===== src/rtl/prog_load_ctrl_pkg.sv =====
// Shared definitions for the program loader: FSM state encoding and word geometry.
// Optional build macro used by the loader: PROG_CHECKSUM_EN.
package prog_load_defs;

    typedef enum logic [1:0] {
        ST_IDLE       = 2'd0,
        ST_WAIT_FIRST = 2'd1,
        ST_RECV       = 2'd2,
        ST_DONE       = 2'd3
    } state_e;

    localparam int BYTES_PER_WORD = 4;
    localparam int BIDX_W         = $clog2(BYTES_PER_WORD);

    // Little-endian placement: byte k lands in bits [8k+7:8k].
    function automatic logic [31:0] merge_byte(input logic [31:0]       word,
                                               input logic [BIDX_W-1:0] idx,
                                               input logic [7:0]        b);
        logic [31:0] merged;
        merged             = word;
        merged[8*idx +: 8] = b;
        return merged;
    endfunction

endpackage


===== src/rtl/prog_load_ctrl_if.sv =====
// Byte-stream input, memory write port and status bundle of the program loader.
// master = loader side, slave = surrounding system (UART RX, memory mux, CPU).
interface prog_load_ctrl_if #(
    parameter int ADDR_W = 14
);
    logic              start_load;
    logic              byte_valid;
    logic [7:0]        byte_data;
    logic              cpu_hold;
    logic              mem_sel;
    logic              mem_we;
    logic [ADDR_W-1:0] mem_addr;
    logic [31:0]       mem_wdata;
    logic              cpu_rst_req;
    logic              load_done;
    logic              load_err;
    logic [ADDR_W:0]   word_count;
    logic [31:0]       checksum;

    modport master (
        input  start_load, byte_valid, byte_data,
        output cpu_hold, mem_sel, mem_we, mem_addr, mem_wdata,
        output cpu_rst_req, load_done, load_err, word_count, checksum
    );

    modport slave (
        output start_load, byte_valid, byte_data,
        input  cpu_hold, mem_sel, mem_we, mem_addr, mem_wdata,
        input  cpu_rst_req, load_done, load_err, word_count, checksum
    );
endinterface


===== src/rtl/prog_load_ctrl_load_timeout_cnt.sv =====
// Reloadable idle-timeout down-counter for the program loader.
// zero_o flags the cycle in which the counter runs out (TIMEOUT_CYC >= 2).
module load_timeout_cnt #(
    parameter int TIMEOUT_CYC = 100000
) (
    input  logic clock,
    input  logic reset,
    input  logic load_i,
    input  logic en_i,
    output logic zero_o
);
    localparam int            CW     = $clog2(TIMEOUT_CYC + 1);
    // The cycle that carries the byte is the first of the TIMEOUT_CYC idle cycles.
    localparam logic [CW-1:0] RELOAD = CW'(TIMEOUT_CYC - 1);
    localparam logic [CW-1:0] ONE    = CW'(1);

    logic [CW-1:0] cnt_q, cnt_d;

    always_comb begin
        cnt_d = cnt_q;
        if (load_i) begin
            cnt_d = RELOAD;
        end else if (en_i && cnt_q != '0) begin
            cnt_d = cnt_q - ONE;
        end
    end

    always_ff @(posedge clock or negedge reset) begin
        if (!reset) begin
            cnt_q <= '0;
        end else begin
            cnt_q <= cnt_d;
        end
    end

    assign zero_o = en_i && !load_i && (cnt_q <= ONE);

endmodule


===== src/rtl/prog_load_ctrl.sv =====
// Program download sequencer: freezes the CPU, packs UART bytes into words and writes them
// to sequential word addresses. Optional running checksum under `PROG_CHECKSUM_EN.
module prog_load_ctrl
    import prog_load_defs::*;
#(
    parameter int ADDR_W      = 14,
    parameter int TIMEOUT_CYC = 100000
) (
    input  logic             clock,
    input  logic             reset,
    prog_load_ctrl_if.master bus
);
    localparam logic [ADDR_W:0]   ONE_W     = (ADDR_W+1)'(1);
    localparam logic [ADDR_W:0]   CAPACITY  = {1'b1, {ADDR_W{1'b0}}};
    localparam logic [ADDR_W:0]   LAST_SLOT = CAPACITY - ONE_W;
    localparam logic [BIDX_W-1:0] LAST_IDX  = BIDX_W'(BYTES_PER_WORD - 1);
    localparam logic [BIDX_W-1:0] ONE_IDX   = BIDX_W'(1);

    state_e              state_q, state_d;
    logic [BIDX_W-1:0]   idx_q, idx_d;
    logic [31:0]         buf_q, buf_d;
    logic [31:0]         wdata_q, wdata_d;
    logic [ADDR_W-1:0]   addr_q, addr_d;
    logic                we_q, we_d;
    logic [ADDR_W:0]     count_q, count_d;
    logic                done_q, done_d;
    logic                err_q, err_d;

    logic accept, full, tmo_en, tmo_zero;
    logic hold_c, rst_req_c;

    load_timeout_cnt #(
        .TIMEOUT_CYC (TIMEOUT_CYC)
    ) u_tmo (
        .clock  (clock),
        .reset  (reset),
        .load_i (accept),
        .en_i   (tmo_en),
        .zero_o (tmo_zero)
    );

    // A write still in flight already owns the slot at count_q.
    assign full = (count_q == CAPACITY) || (we_q && count_q == LAST_SLOT);

    always_comb begin
        state_d   = state_q;
        idx_d     = idx_q;
        buf_d     = buf_q;
        wdata_d   = wdata_q;
        addr_d    = addr_q;
        we_d      = 1'b0;
        count_d   = count_q;
        done_d    = done_q;
        err_d     = err_q;
        accept    = 1'b0;
        tmo_en    = 1'b0;
        hold_c    = 1'b1;
        rst_req_c = 1'b0;

        if (we_q) begin
            count_d = count_q + ONE_W;
        end

        unique case (state_q)
            ST_IDLE: begin
                hold_c = 1'b0;
                if (bus.start_load) begin
                    state_d = ST_WAIT_FIRST;
                    count_d = '0;
                    idx_d   = '0;
                    done_d  = 1'b0;
                    err_d   = 1'b0;
                end
            end
            ST_WAIT_FIRST: begin
                if (bus.byte_valid) begin
                    accept  = 1'b1;
                    state_d = ST_RECV;
                end
            end
            ST_RECV: begin
                tmo_en = 1'b1;
                if (bus.byte_valid) begin
                    accept = 1'b1;
                end else if (tmo_zero) begin
                    state_d = ST_DONE;
                end
            end
            ST_DONE: begin
                rst_req_c = 1'b1;
                done_d    = 1'b1;
                idx_d     = '0;
                state_d   = ST_IDLE;
                if (idx_q != '0) begin
                    err_d = 1'b1;
                end
            end
            default: state_d = ST_IDLE;
        endcase

        if (accept) begin
            if (full) begin
                err_d = 1'b1;
            end else if (idx_q == LAST_IDX) begin
                wdata_d = merge_byte(buf_q, idx_q, bus.byte_data);
                addr_d  = count_q[ADDR_W-1:0];
                we_d    = 1'b1;
                idx_d   = '0;
            end else begin
                buf_d = merge_byte(buf_q, idx_q, bus.byte_data);
                idx_d = idx_q + ONE_IDX;
            end
        end
    end

    always_ff @(posedge clock or negedge reset) begin
        if (!reset) begin
            state_q <= ST_IDLE;
            idx_q   <= '0;
            buf_q   <= '0;
            wdata_q <= '0;
            addr_q  <= '0;
            we_q    <= 1'b0;
            count_q <= '0;
            done_q  <= 1'b0;
            err_q   <= 1'b0;
        end else begin
            state_q <= state_d;
            idx_q   <= idx_d;
            buf_q   <= buf_d;
            wdata_q <= wdata_d;
            addr_q  <= addr_d;
            we_q    <= we_d;
            count_q <= count_d;
            done_q  <= done_d;
            err_q   <= err_d;
        end
    end

`ifdef PROG_CHECKSUM_EN
    logic [31:0] sum_q, sum_d;
    logic        sum_clr;

    assign sum_clr = (state_q == ST_IDLE) && bus.start_load;

    always_comb begin
        sum_d = sum_q;
        if (sum_clr) begin
            sum_d = '0;
        end else if (we_q) begin
            sum_d = sum_q + wdata_q;
        end
    end

    always_ff @(posedge clock or negedge reset) begin
        if (!reset) begin
            sum_q <= '0;
        end else begin
            sum_q <= sum_d;
        end
    end

    assign bus.checksum = sum_q;
`else
    assign bus.checksum = '0;
`endif

    assign bus.cpu_hold    = hold_c;
    assign bus.mem_sel     = hold_c;
    assign bus.mem_we      = we_q;
    assign bus.mem_addr    = addr_q;
    assign bus.mem_wdata   = wdata_q;
    assign bus.cpu_rst_req = rst_req_c;
    assign bus.load_done   = done_q;
    assign bus.load_err    = err_q;
    assign bus.word_count  = count_q;

endmodule

===== src/flat_wrapper.sv =====
// flat-port wrapper written by rule: the top's interface ports become plain ports
module prog_load_ctrl_flat import prog_load_defs::*;
#(
    parameter int ADDR_W      = 14,
    parameter int TIMEOUT_CYC = 100000
)
  (clock, reset, bus_start_load, bus_byte_valid, bus_byte_data, bus_cpu_hold, bus_mem_sel, bus_mem_we, bus_mem_addr, bus_mem_wdata, bus_cpu_rst_req, bus_load_done, bus_load_err, bus_word_count, bus_checksum);
  prog_load_ctrl_if #(.ADDR_W(ADDR_W)) bus_i ();
  input  logic clock;
  input  logic reset;
  input wire logic [$bits(bus_i.start_load)-1:0] bus_start_load;
  input wire logic [$bits(bus_i.byte_valid)-1:0] bus_byte_valid;
  input wire logic [$bits(bus_i.byte_data)-1:0] bus_byte_data;
  output wire logic [$bits(bus_i.cpu_hold)-1:0] bus_cpu_hold;
  output wire logic [$bits(bus_i.mem_sel)-1:0] bus_mem_sel;
  output wire logic [$bits(bus_i.mem_we)-1:0] bus_mem_we;
  output wire logic [$bits(bus_i.mem_addr)-1:0] bus_mem_addr;
  output wire logic [$bits(bus_i.mem_wdata)-1:0] bus_mem_wdata;
  output wire logic [$bits(bus_i.cpu_rst_req)-1:0] bus_cpu_rst_req;
  output wire logic [$bits(bus_i.load_done)-1:0] bus_load_done;
  output wire logic [$bits(bus_i.load_err)-1:0] bus_load_err;
  output wire logic [$bits(bus_i.word_count)-1:0] bus_word_count;
  output wire logic [$bits(bus_i.checksum)-1:0] bus_checksum;
  assign bus_i.start_load = bus_start_load;
  assign bus_i.byte_valid = bus_byte_valid;
  assign bus_i.byte_data = bus_byte_data;
  assign bus_cpu_hold = bus_i.cpu_hold;
  assign bus_mem_sel = bus_i.mem_sel;
  assign bus_mem_we = bus_i.mem_we;
  assign bus_mem_addr = bus_i.mem_addr;
  assign bus_mem_wdata = bus_i.mem_wdata;
  assign bus_cpu_rst_req = bus_i.cpu_rst_req;
  assign bus_load_done = bus_i.load_done;
  assign bus_load_err = bus_i.load_err;
  assign bus_word_count = bus_i.word_count;
  assign bus_checksum = bus_i.checksum;
  prog_load_ctrl #(.ADDR_W(ADDR_W), .TIMEOUT_CYC(TIMEOUT_CYC)) u_core (.clock(clock), .reset(reset), .bus(bus_i));
endmodule

===== config.mk =====
export PLATFORM = sky130hd
export DESIGN_NAME = prog_load_ctrl_flat
export DESIGN_NICKNAME = d
export VERILOG_FILES = /design/src/rtl/prog_load_ctrl_pkg.sv /design/src/rtl/prog_load_ctrl_if.sv /design/src/rtl/prog_load_ctrl_load_timeout_cnt.sv /design/src/rtl/prog_load_ctrl.sv /design/src/flat_wrapper.sv
export SDC_FILE = /design/constraint.sdc
export NUM_CORES = 1
export LEC_CHECK = 0
export CAP_MARGIN = 10
export CORE_MARGIN = 4
export CORE_UTILIZATION = 53
export CTS_CLUSTER_SIZE = 12
export DETAILED_ROUTE_END_ITERATION = 8
export MAX_ROUTING_LAYER = met4
export PLACE_DENSITY = 0.92
export SYNTH_ARGS = -nofsm -noshare
export SYNTH_HDL_FRONTEND = slang
export SYNTH_SLANG_ARGS = --single-unit

===== constraint.sdc =====
create_clock -name clock -period 2.6 [get_ports clock]
set_clock_uncertainty 0.05 [all_clocks]
set_input_delay 0.65 -clock clock [delete_from_list [all_inputs] [get_ports clock]]
set_output_delay 0.65 -clock clock [all_outputs]
set_load 0.03 [all_outputs]

==> results.toml, run 1 <==
[clock_tree]
insertion_delay_ns = 0.41
clk_pin_slew_ns = 0.05
clkSinkCount = 117
tritoncts.num_buffers = 17
clock_tree_from_tritoncts = "built"
postcts_setup_bufs = 0
cts.htree.levels = 4
clk_root_buffer_cell = "clkbuf_16"
cts-root-to-sink-buffers = 2

[floorplanning]
initial_core_utilization_pct = 54.0
dieWidth_um = 116
die_h_um = 116
rows = 39
design.core.area_um2 = 11400
ioPinCount = 111
floorplan.die_area_um2 = 13400

[sta]
max-slew-margin-rel_pct = 62.3
drv_slew = 0
tightest_slew_ns = 0.566
worst_hold_slack_ns = 0.192
setup-tns-final_ns = 0
final_hold_viol_count = 0
period_share_pct = 95.8
finalWorstSetupSlack_ns = 0.108
rsz0062_at_grt = "no"
final_critical_delay_including_setup_and_external_delays_ns = 2.49
clock.fmax_mhz = 401
finalSetupViolations = 0

[worst_setup_path]
crit_path_end_kind = "primary output"
worst_setup_path_startpoint = "u_core.state_q[1]$_DFFE_PN0P_"
worstPathArrival_ns = 1.79
cp.required_ns = 1.90
crit_fanout = 5
crit_path_top_delay_cell = "clkdlybuf4s50_1"
crit_type = "reg -> out"
crit_path_start_kind = "flip-flop"
crit_end = "bus_cpu_rst_req"
reg2regPathDepth = 5
r2r_end = "u_core.buf_q[1]$_DFFE_PN0P_"
regToRegStartpoint = "u_core.bus.word_count[0]$_DFF_PN0_"
critical_path.cell_chain = "ha_1, clkdlybuf4s50_1"
setup.reg_to_reg.worst_slack_ns = 0.31
largest_stage_delay_on_the_critical_path_ns = 0.70

[placed_design]
gpl.final_weighted_congestion = 0.922
post-dp-hpwl_mm = 9.75
buffer_ports.inserted = 78
dp_worst_setup_slack_ns = 0.147

[cells_and_area]
final_layout_size_suffix_gt1_share_pct = 14.6
layout-area-overhead-vs-synth_pct = 23.2
layout.core_utilization_pct = 66.5
antenna_cells_inserted = 0
design.final.nets = 692

[route]
detail_route.vias_per_cell = 5.91
postRouteWirelength_mm = 15.0
antenna_left = 0
route.vias.total = 4856
drtPass1Iterations = 5
wl_per_cell_um = 18.3
drt_iter0_drc = 346
drcViolationCount = 0

[yosys]
synth_top_family_by_area = "simple AND/OR/NAND/NOR gates"
yosysMostFrequentCell = "dfrtp_1"
synth_seq_area_share_pct = 47.7
synth_enable_flop_cells = 0
synth-xor-area-share_pct = 1.43
synth.top_cells.by_area = "dfrtp_1, mux2_4, buf_4"
synth_mux_area_share_pct = 10.8
synth_top_area_cell = "dfrtp_1"
post_synth_most_frequent_cells = "dfrtp_1, nand2_1, o21ai_0, inv_1, buf_4"
synth-compound-area-share_pct = 11.8
ys_seq_elements = 117
synth-simple-area-share_pct = 16.0
synth.lib_cells_used.distinct = 54
mappedNetlistArea_um2 = 6140
syn-instance-count = 582
yosys.area.top_type_share_pct = 47.7
async_flop_share_pct = 100
syn_avg_cell_area_um2 = 10.5
yosys_warnings = 0
yosys.area_share.adder_pct = 2.85
synth_top_flop_cell = "dfrtp_1"

[global_routing]
gr-total-overflow = 0
grt_util_all_layers_pct = 24.2
grt_antenna_before_repair = 0
maximum_number_of_pins_on_one_net_before_global_route_repair = 95
first_global_vias = 4921
wire_length_of_the_first_global_routing_pass_mm = 25.0

[power_and_ir_drop]
power.density_cell_area_nw_per_um2 = 1150
cellLeakagePower_uw = 0.00326
max-vdd-ir-drop_mv = 0.923
report.power.total_uw = 8720

[job]
maximum_capacitance_violations = 0

[worst_hold_path]
min_path_type = "in -> async"

[outcome]
status = "finished, final reports clean"
## where the power goes
group | internal, uW | switching [uW]
Combinational | 1510 | 1850
Clock | 1540 | 813
Sequential | 2440 | 560
## cell usage in the layout, fill, tap and decap left out, drive strengths merged, types with 4 or more instances in the layout
cell type,count
nor3,12
ha,14
or3,7
and4,7
buf,20
clkdlybuf4s50,75
a32o,8
nand4,11
nor3b,4
clkbuf,21
nand3,12
or4,8
nor2,22
a21oi,13
nand2,51
dfrtp,117
nor4,9
a22o,24
conb,32
and2,5
mux2,46
nor4b,5
clkinv,5
xor2,7
o31ai,7
o21ai,49
mux2i,6
inv,44
## stage by stage
stage | instance area, um^2 | cells
2_1_floorplan | 6250 | 613
3_3_place_gp | 6980 | 790
3_5_place_dp | 6980 | 790
4_1_cts | 7560 | 821
5_1_grt | 7560 | 821
6_report | 7560 | 821
## sequential cells by signal, indices dropped and copies added, names as in the netlist
register and count:
u_core.bus.word_count 15, u_core.bus.load_err 1, u_core.bus.mem_addr 14, u_core.bus.mem_we 1, u_core.state_q 2, u_core.buf_q 32, u_core.bus.load_done 1, u_core.u_tmo.cnt_q 17
u_core.idx_q 2, u_core.bus.mem_wdata 32
## cell families (layout without fill, tap and decap cells)
| group | Yosys count | in the layout |
|---|---|---|
| fa+ha+maj | 14 | 14 |
| mux | 52 | 52 |
| compound gates | 110 | 110 |
| buf+inv | 107 | 172 |
| flops | 117 | 117 |
| other cells | 1 | 32 |
| xor+xnor | 10 | 10 |
| simple gates | 171 | 171 |
## per-layer routing
layer / share of wire (%) / vias to the layer above / track usage, % / routed length (um)
met5: 0 / - / - / 0
met4: 1.2 / 0 / 6.11 / 187
met3: 7.2 / 26 / 5.01 / 1080
met2: 50 / 234 / 38.7 / 7560
met1: 41 / 2433 / 31.9 / 6190
li1: - / 2163 / - / -
## worst min path at each step
stage                                         startpoint  cells past startpoint                                   end  slack (ns)
global route                                       reset                      2    u_core.bus.mem_addr[9]$_DFFE_PN0P_        0.21
finish                                             reset                      2    u_core.bus.mem_addr[7]$_DFFE_PN0P_        0.19
floorplan                                          reset                      0           u_core.buf_q[0]$_DFFE_PN0P_        0.30
detailed placement  u_core.bus.mem_wdata[26]$_DFFE_PN0P_                      1  u_core.bus.mem_wdata[26]$_DFFE_PN0P_        0.43
global placement    u_core.bus.mem_wdata[30]$_DFFE_PN0P_                      1  u_core.bus.mem_wdata[30]$_DFFE_PN0P_        0.42
CTS                                                reset                      2    u_core.bus.mem_addr[7]$_DFFE_PN0P_        0.20
## critical path: cells and delay by family, from the launching register on
family                   cells  cell delay, ns
buffers and inverters        1            0.70
adder cells (fa/ha/maj)      1            0.26
flip-flops                   1            0.43
## cell type report
type,count,area [um^2]
fillers,818,3800
flip-flops and latches,117,2930
multi-input cells,389,2760
repair buffers,97,943
clock buffers,21,460
well taps,143,179
inverters,44,165
clock inverters,10,130
## what timing repair did
action	in CTS	in global routing
resized for setup	2	0
setup endpoints to repair	2	0
hold buffers	0	0
Note: power is estimated with default switching activity, not from simulation.
==> run 2: changes to the inputs <==
- SYNTH_HIERARCHICAL: default -> 1
==> run 2 against run 1 <==
Sequential share of layout area barely moved. Register-to-register slack worse by 0.18 ns. Worst hold slack worse by 0.015 ns. Maximum frequency increased by 0.91%. Sequential cell count unchanged. Synthesized area decreased by 1.8%. Largest cell class unchanged. Worst setup slack gained 0.022 ns. Critical path depth increased by 5. Count of clock-buffer cells in the layout decreased by 3.
==> results.toml, run 2 <==
[floorplanning]
initial_core_utilization_pct = 54.9
dieWidth_um = 115
design.core.area_um2 = 11000
die_h_um = 115
rows = 38
floorplan.die_area_um2 = 13100
ioPinCount = 111

[route]
postRouteWirelength_mm = 14.4
wl_per_cell_um = 18.6
drt_iter0_drc = 288
antenna_left = 0
route.vias.total = 4440
drtPass1Iterations = 5
drcViolationCount = 0
detail_route.vias_per_cell = 5.72

[worst_setup_path]
critical_path_depth = 7
crit_end = "u_core/state_q[0]$_DFFE_PN0P_"
crit_path_top_delay_cell = "or4_4"
worstPathArrival_ns = 2.73
largest_stage_delay_on_the_critical_path_ns = 0.57
critPathTopFamily = "simple AND/OR/NAND/NOR gates"
worst_setup_path_startpoint = "u_core/u_tmo/cnt_q[6]$_DFFE_PN0P_"
critical_path.cell_chain = "or4_4, or3_4, nor4_2, nand2b_1, a222oi_1, o21ai_0, o21ai_0"
crit_fanout = 4
crit_path_end_kind = "flip-flop"
critical_path.most_common_cell = "o21ai_0"
crit_path_start_kind = "flip-flop"
regToRegStartpoint = "u_core/u_tmo/cnt_q[6]$_DFFE_PN0P_"
cp_num_buf_inv = 0
setup.reg_to_reg.worst_slack_ns = 0.13
reg2regPathDepth = 7
cp.required_ns = 2.87
crit_type = "reg -> reg"
r2r_end = "u_core/state_q[0]$_DFFE_PN0P_"

[cells_and_area]
design.final.nets = 651
antenna_cells_inserted = 0
commonest_cells_after_routing_fill_and_taps_aside = "dfrtp_1, clkdlybuf4s50_1, mux2_2, inv_1, o21ai_0"
layout-area-overhead-vs-synth_pct = 25.3
most_common_cell_after_layout_fill_and_taps_aside = "dfrtp_1"
layout.core_utilization_pct = 68.8
final_layout_size_suffix_gt1_share_pct = 21.5

[placed_design]
post-dp-hpwl_mm = 9.64
buffer_ports.inserted = 78
dp_worst_setup_slack_ns = -0.182
gpl.final_weighted_congestion = 0.842

[job]
maximum_capacitance_violations = 0

[yosys]
syn_avg_cell_area_um2 = 11.4
synth.top_cells.by_area = "dfrtp_1, mux2_2, mux2_4"
post_synth_most_frequent_cells = "dfrtp_1, mux2_2, inv_1, o21ai_0, nand2_1"
async_flop_share_pct = 100
yosys.area.top_type_share_pct = 48.5
synth_top_area_cell = "dfrtp_1"
synth_top_flop_cell = "dfrtp_1"
synth_seq_area_share_pct = 48.5
synth.lib_cells_used.distinct = 53
ys_seq_elements = 117
yosys_warnings = 6
yosysMostFrequentCell = "dfrtp_1"
synth_enable_flop_cells = 0
syn-instance-count = 531
mappedNetlistArea_um2 = 6030

[global_routing]
grt_antenna_before_repair = 0
grt_util_all_layers_pct = 23.8
first_global_vias = 4670
wire_length_of_the_first_global_routing_pass_mm = 24.1
maximum_number_of_pins_on_one_net_before_global_route_repair = 45
gr-total-overflow = 0

[sta]
tightest_slew_ns = 0.973
period_share_pct = 95.0
clock.fmax_mhz = 405
worst_hold_slack_ns = 0.177
final_critical_delay_including_setup_and_external_delays_ns = 2.47
max-slew-margin-rel_pct = 34.6
finalSetupViolations = 0
drv_slew = 0
final_hold_viol_count = 0
rsz0062_at_grt = "no"
finalWorstSetupSlack_ns = 0.131

[clock_tree]
clock_tree_from_tritoncts = "built"
holdBufCountCts = 0
clkSinkCount = 117
tritoncts.num_buffers = 17
clk_pin_slew_ns = 0.06
clk_root_buffer_cell = "clkbuf_16"
cts-root-to-sink-buffers = 2
insertion_delay_ns = 0.40
cts.htree.levels = 4

[worst_hold_path]
min_path_type = "in -> async"

[power_and_ir_drop]
cellLeakagePower_uw = 0.00337
power.density_cell_area_nw_per_um2 = 949
max-vdd-ir-drop_mv = 0.751

[outcome]
status = "finished, final reports clean"
[run 2: through the flow]
stage / power [uW] / instance area, um^2 / setup TNS [ns] / std cells
after floorplan: 3940 / 6150 / 0 / 562
after global placement: 4490 / 6910 / 0 / 743
after global routing: 7510 / 7560 / 0 / 776
after CTS: 7180 / 7540 / 0 / 775
after detailed placement: 4650 / 6910 / -0.223 / 743
final: 7170 / 7560 / 0 / 776
[run 2: layer usage]
metal  GRT usage (%)  vias to the layer above  share of wire, %
met5               -                        -                 0
met4            8.00                        0               1.8
li1                -                     1987                 -
met3            4.76                       28               6.1
met1            28.8                     2248                40
met2            39.9                      177                52
[run 2: area by class of cell]
| type | count | area [um^2] |
|---|---|---|
| clock buffer | 18 | 429 |
| fill | 707 | 3430 |
| sequential | 117 | 2930 |
| tap | 140 | 175 |
| multi-input combinational | 351 | 2720 |
| clock inverter | 13 | 196 |
| timing repair buffer | 95 | 953 |
| inverter | 42 | 158 |
[run 2: how the worst min path moves through the flow]
stage                     slack [ns]                                  end  cells past startpoint
after CTS                       0.18   u_core/bus.mem_addr[2]$_DFFE_PN0P_                      1
after detailed placement        0.44  u_core/bus.mem_wdata[3]$_DFFE_PN0P_                      1
after global routing            0.21   u_core/bus.mem_addr[2]$_DFFE_PN0P_                      1
after global placement          0.44         u_core/buf_q[18]$_DFFE_PN0P_                      1
after floorplan                 0.30          u_core/buf_q[0]$_DFFE_PN0P_                      0
final                           0.18   u_core/bus.mem_addr[2]$_DFFE_PN0P_                      1
[run 2: repair_timing]
| action | 4_1_cts | 5_1_grt |
|---|---|---|
| pin swaps | 1 | 2 |
| endpoints found under the setup margin | 3 | 3 |
| gates resized for setup | 2 | 2 |
| setup buffers | 1 | 1 |
[run 2: logic make-up (layout without fill, tap and decap cells)]
logic type,count (synthesis),count (layout),share of synthesized area (%)
multiplexers,87,87,17.9
AND/OR/NAND/NOR,130,130,12.2
other,1,32,0.0622
adder cells (fa/ha/maj),15,15,3.11
AO/OA/AOI/OAI,78,78,8.09
XOR/XNOR,9,9,1.31
flip-flops,117,117,48.5
buffers and inverters,94,168,8.76
[run 2: power breakdown]
part | switching [uW] | total [uW] | internal [uW]
sequential | 252 | 2410 | 2160
combinational | 1310 | 2280 | 970
clock | 863 | 2480 | 1620
==> run 3: changes to the inputs <==
- ABC_CLOCK_PERIOD_IN_PS: default -> 2600
==> results of run 3 <==
Same layout as run 2: the final DEF is identical, and so are final timing and power.
